[src/rtl/fp_fma_special_pipe.sv]
// fp_fma_special_pipe: two-stage classify/resolve of special operands for R = A*B + C
module fp_fma_special_pipe #(
  parameter int WIDTH = 32,
  parameter int EXP_WIDTH = 8,
  parameter int SIG_WIDTH = 23,
  parameter bit FTZ = 1'b0,
  parameter int TAG_WIDTH = 4
) (
  input  logic                 clk,
  input  logic                 rst,
  input  logic                 inValid,
  output logic                 inReady,
  input  logic [WIDTH-1:0]     A,
  input  logic [WIDTH-1:0]     B,
  input  logic [WIDTH-1:0]     C,
  input  logic [TAG_WIDTH-1:0] inTag,
  input  logic                 rmDown,
  output logic                 outValid,
  input  logic                 outReady,
  output logic                 isSpecial,
  output logic [WIDTH-1:0]     specResult,
  output logic                 invalid,
  output logic [TAG_WIDTH-1:0] outTag,
  output logic                 stickyInvalid,
  input  logic                 clrFlags
);
  typedef enum logic [2:0] {ZERO, SUB, NORM, INF, QNAN, SNAN} cls_t;
  localparam logic [WIDTH-1:0] QNAN_C = {1'b0, {EXP_WIDTH{1'b1}}, 1'b1, {(SIG_WIDTH-1){1'b0}}};
  function automatic cls_t classify(input logic [EXP_WIDTH-1:0] e, input logic [SIG_WIDTH-1:0] f);
    return &e ? (f == '0 ? INF : f[SIG_WIDTH-1] ? QNAN : SNAN) :
           |e ? NORM : (f == '0 || FTZ) ? ZERO : SUB;
  endfunction
  logic                 s1_valid, s1_sa, s1_sb, s1_rm;
  cls_t                 s1_ca, s1_cb, s1_cc;
  logic [WIDTH-1:0]     s1_c;
  logic [TAG_WIDTH-1:0] s1_tag;
  logic                 s2_load;
  logic                 sp, sc, any_snan, any_qnan, p_inf, p_zero, zero_inf, inf_cancel;
  logic                 r_spec, r_inv;
  logic [WIDTH-1:0]     r_res;
  assign s2_load = ~outValid | outReady;
  assign inReady = ~s1_valid | s2_load;
  // Rule priority is encoded by the order of the result ternary chain
  always_comb begin
    sp = s1_sa ^ s1_sb;
    sc = s1_c[WIDTH-1];
    any_snan = s1_ca == SNAN || s1_cb == SNAN || s1_cc == SNAN;
    any_qnan = s1_ca == QNAN || s1_cb == QNAN || s1_cc == QNAN;
    zero_inf = (s1_ca == INF && s1_cb == ZERO) || (s1_ca == ZERO && s1_cb == INF);
    p_inf = s1_ca == INF || s1_cb == INF;
    p_zero = s1_ca == ZERO || s1_cb == ZERO;
    inf_cancel = p_inf && s1_cc == INF && sp != sc;
    r_inv = any_snan | zero_inf | (~any_qnan & inf_cancel);
    r_spec = any_snan | any_qnan | p_inf | p_zero | (s1_cc == INF);
    r_res = (any_snan | zero_inf | any_qnan | inf_cancel) ? QNAN_C :
            p_inf ? {sp, {EXP_WIDTH{1'b1}}, {SIG_WIDTH{1'b0}}} :
            s1_cc == INF ? s1_c :
            (p_zero && s1_cc == ZERO) ? {(sp == sc) ? sp : s1_rm, {(WIDTH-1){1'b0}}} :
            p_zero ? s1_c : '0;
  end
  always_ff @(posedge clk) begin
    if (rst) begin
      s1_valid <= 1'b0;
      s1_sa <= 1'b0;
      s1_sb <= 1'b0;
      s1_rm <= 1'b0;
      s1_ca <= ZERO;
      s1_cb <= ZERO;
      s1_cc <= ZERO;
      s1_c <= '0;
      s1_tag <= '0;
      outValid <= 1'b0;
      isSpecial <= 1'b0;
      specResult <= '0;
      invalid <= 1'b0;
      outTag <= '0;
      stickyInvalid <= 1'b0;
    end else begin
      if (inReady) begin
        s1_valid <= inValid;
        s1_sa <= A[WIDTH-1];
        s1_sb <= B[WIDTH-1];
        s1_rm <= rmDown;
        s1_ca <= classify(A[WIDTH-2 -: EXP_WIDTH], A[SIG_WIDTH-1:0]);
        s1_cb <= classify(B[WIDTH-2 -: EXP_WIDTH], B[SIG_WIDTH-1:0]);
        s1_cc <= classify(C[WIDTH-2 -: EXP_WIDTH], C[SIG_WIDTH-1:0]);
        s1_c <= C;
        s1_tag <= inTag;
      end
      if (s2_load) begin
        outValid <= s1_valid;
        isSpecial <= s1_valid & r_spec;
        specResult <= s1_valid ? r_res : '0;
        invalid <= s1_valid & r_inv;
        outTag <= s1_valid ? s1_tag : '0;
      end
      // A flag raised in the same cycle as a clear must survive
      stickyInvalid <= (outValid & outReady & invalid) | (stickyInvalid & ~clrFlags);
    end
  end
endmodule
[config.mk]
export PLATFORM = sky130hd
export DESIGN_NAME = fp_fma_special_pipe
export DESIGN_NICKNAME = d
export VERILOG_FILES = /design/src/rtl/fp_fma_special_pipe.sv
export SDC_FILE = /design/constraint.sdc
export NUM_CORES = 1
export LEC_CHECK = 0
export ABC_AREA = 1
export ABC_CLOCK_PERIOD_IN_PS = 3300
export CAP_MARGIN = 20
export CORE_ASPECT_RATIO = 0.6
export CORE_MARGIN = 3
export CORE_UTILIZATION = 50
export CTS_CLUSTER_SIZE = 12
export DETAILED_ROUTE_END_ITERATION = 8
export PLACE_DENSITY = 0.87
export SYNTH_ARGS = -nofsm -noshare
export SYNTH_HDL_FRONTEND = slang
export SYNTH_SLANG_ARGS = --single-unit
[constraint.sdc]
create_clock -name clk -period 3.3 [get_ports clk]
set_clock_uncertainty 0.05 [all_clocks]
set_input_delay 0.495 -clock clk [delete_from_list [all_inputs] [get_ports clk]]
set_output_delay 0.495 -clock clk [all_outputs]
set_load 0.05 [all_outputs]
# Word level (Yosys, flattened, before mapping)
# Cells that the tools add are included.
# totals
ff_bits	89
in_bits	106
out_inout_bits	41
wordCells	95
# classes
eq_ne	11
muxes	23
n_bitwise	22
n_reduce_logical	24
# op_table
operator	count
2-to-1 mux 32 bit	6
logical NOT 23 bit	3
AND reduction 8 bit	3
OR reduction 8 bit	3
== test 3 bit, second input constant	6
2-to-1 mux 3 bit	6
bitwise OR 1 bit	11
== test 3 x 2 -> 1 bit, second input constant	3
logical NOT 3 bit	3
logical OR 1 bit	7
2-to-1 mux 1 bit	7
AND 1 bit	6
2-to-1 mux 2 bit	3
logical AND 1 bit	5
2-to-1 mux 4 bit	1
NOT 1 bit	4
== test 1 bit	1
inequality test 1 bit	1
XOR 1 bit	1

# Logic depth before layout (Yosys ltp)
# depth
ltp_word	8
ltp_mapped	12
ltp_nobuf	12

# Least setup slack after synthesis
# OpenSTA, ideal clock, no wires.
# synth_timing
path_type	register to output
start	reg outValid
end	out inReady
arrival_time_ns	1.546
t_required_ns	2.755
path_slack_ns	1.209
stages_incl_launch_ff	7
n_path_buf	1
cell_sequence	dfxtp_1 -> inv_1 -> nor2_1 -> inv_1 -> nor2_4 -> inv_2 -> clkbuf_1
# synth_between
elab_chain_cells	3
# synth_rtl
item	line_no	rtl
from (decl)	18	output logic outValid,
from (signal assigned)	91	outValid <= s1_valid;
NOT 1 bit	41	assign s2_load = ~outValid | outReady;
bitwise OR 1 bit	41	
bitwise OR 1 bit	42	assign inReady = ~s1_valid | s2_load;
to (decl)	12	output logic inReady,
# No other way between the ends.

# Final worst setup path
# layout_timing
start	in outReady
end	out inReady
# layout_between
elab_chain_cells	2
# layout_rtl
item	line_no	rtl
from (decl)	19	input logic outReady,
bitwise OR 1 bit	41	
bitwise OR 1 bit	42	
# No other way between the ends.

==> summary.txt <==
Outcome
  – Outcome: finished, final reports clean

Synthesis
  – Synthesized flop and latch total: roughly 90
  – Post-synth top cells: 122 x nand2_1, 89 x dfxtp_1, 72 x inv_1
  – Top-count cell post-synth: nand2_1
  – Synth Instances: 603
  – Mapped Area: around 4600 um2
  – Syn Nets: 709
  – Avg Inst Size Synth: 7.55 um2
  – Synth top area share: between 30% and 40%
  – Yosys cell types: 31
  – Async set-or-reset flop fraction in the synthesized netlist: 0%
  – Post-synthesis sequential area ratio: 39.1%
  – Post-synth EDFFs: 0
  – Top cells by area, synth: dfxtp_1 39%, nand2_1 10%, a21oi_1 6.4%
  – Yosys top cell by area: dfxtp_1
  – Top_reg_cell synth: dfxtp_1
  – Synth warn: 0

Cells and area
  – Nets: ~840
  – Multi-input gate area: 2230 um2
  – Antenna diode count: 0
  – Cell area after layout: 6280 um2
  – Layout area overhead: 37.9%
  – Share of layout cells above drive strength 1: 14.5%
  – Filler cells: around 640
  – Sequential cell area: 1780 um2

Worst setup path
  – Worst Path Required: 2750 ps
  – Critical path class: in2out
  – Critical Path Start Type: primary input
  – Crit-path max FO: 22
  – CP endpoint kind: output port
  – WP data arrival: 1870 ps
  – FF-to-FF path depth: 9

Run
  – Maxcap violations: 0

Pwr
  – PD cells: 407 nW/um2
  – Lkg Pwr: 2.42 nW
  – Peak supply drop: 0.353 mV
  – Final Total Pwr: 0.00255 W

Placed design
  – Buffers on Ports: roughly 150
  – Dpl cell area: 5970 um2
  – RePlAce Congestion: 0.864
  – Dpl hpwl: just over 9000 um

Clock network
  – CTS tree: done
  – Worst skew pair latency: 330 ps
  – Resized cells post-CTS: 0
  – Inserted Clock Buffers: 9
  – Htree depth: 3
  – Setup bufs post-CTS: 0
  – Max Root-Sink Buffers: 2
  – Cts-stage hold buffer count: 0
  – Worst-path clk slew: 60 ps
  – Clock Sinks: 89
  – Clk root buf: clkbuf_16

Worst hold path
  – Hold WC Path Type: reg2reg
  – Hold Path Stages: 2

Timing
  – Worst hold margin: between 400 and 500 ps
  – Relative slew margins: 57.6%
  – Setup TNS: 0 ps
  – Worst Tran Pin Value: between 600 and 700 ps
  – Final hold violations: 0
  – Max frequency: 414 MHz
  – Post-route minimum period: 2410 ps
  – Final setup vio count: 0
  – RSZ-0062 raised after global routing: no
  – Final period utilization: 73.1%
  – Max-slew violations: 0

Drt
  – WL final: 12,800 um
  – Via density: 5.27
  – Vias: 4,488
  – Final ANT Viol Nets: 0
  – DRC errors left: 0
  – DR WL/cell: 15.0 um
  – Detailed Routing Iterations Pass 1: 5
  – Drt initial violations: 418

Floorplanning
  – Io pins: around 150
  – Die height: between 70 and 80 um
  – Placeable core area: 8690 um2
  – Initial core utilization: 52.4%
  – Die W: 129 um
  – Die ar.: 10,300 um2
  – Site Rows: 26

GRT
  – First-pass GRT wire length: 20,600 um
  – Initial antenna violation count: 0
  – GR Overflow Total: 0
  – Global Route Usage Sum: 24.8%
  – Largest net degree at the start of global routing: 47
  – Number of global-route vias before repair: around 4,400
-- metal layers --
metal	global-route usage, %	routed length [um]	share of wire (%)	up-vias
met2	42.4	6050	47	177
met4	5.97	223	1.7	0
met3	5.61	888	6.9	26
met1	31.9	5630	44	2089
li1	-	-	-	2196
met5	0	0	0	-
-- where the power goes --
part	leakage, nW	total [W]	switching (W)	internal (W)
combinational	1.54	0.000385	0.000204	0.000181
clock	0.158	0.00103	0.000401	0.000633
sequential	0.730	0.00113	0.0000204	0.00111
total	2.42	0.00255	0.000626	0.00193
-- per-stage QoR --
| stage | cells | utilization [%] | worst slack, ps |
|---|---|---|---|
| 2_1_floorplan | 603 | - | 1210 |
| 3_3_place_gp | 836 | 68.7 | 931 |
| 3_5_place_dp | 836 | 68.7 | 848 |
| 4_1_cts | 852 | 72.3 | 905 |
| 5_1_grt | 852 | 72.3 | 808 |
| 6_report | 852 | 72.3 | 887 |
-- final timing paths --
kind	from	endpoint	slack, ps
max	outReady	inReady	890
min	s1_tag[0]	outTag[0]	410
max reg2reg	s1_cb[2]	specResult[0]	1270
min reg2reg	s1_tag[0]	outTag[0]	410
-- registers in the layout, summed over array words and instances (netlist names) --
register,flops
s1_rm,1
outValid,1
isSpecial,1
s1_cc,3
outTag,4
specResult,32
s1_sb,1
s1_cb,3
s1_ca,3
s1_c,32
invalid,1
s1_valid,1
s1_tag,4
stickyInvalid,1
s1_sa,1
-- final cells by class --
| class | instances | area share (%) |
|---|---|---|
| Clock buffer | 15 | 4.90 |
| Clock inverter | 1 | 0.0797 |
| Tap cell | 112 | 2.23 |
| Inverter | 79 | 4.80 |
| Sequential cell | 89 | 28.4 |
| Multi-Input combinational cell | 405 | 35.5 |
| Timing Repair Buffer | 151 | 24.1 |
-- cell families after synthesis --
group,after synthesis,synth area share [%]
AOI/OAI and AO/OA,128,15.9
buffers and inverters,109,12.3
DFF,89,39.1
and+or+nand+nor,277,32.7
-- layout by cell type, fill, tap and decap left out, drive strengths merged --
cell type and count:
a31oi 3, clkbuf 15, dfxtp 89, nand4 13, a21oi 78, o21a 1
nor2 87, o31ai 1, clkdlybuf4s50 144, buf 7, o21ai 45, nor3 1
nand2 126, clkinv 2, nor4 5, inv 78, nand3 42, nand3b 3
-- critical path, stage by stage --
cell and delay (ps):
clkdlybuf4s50_1 460, nor2_4 130, inv_1 90, nor2_4 390
inv_2 90, buf_4 210
No activity file was read; power rests on OpenSTA's default activity.
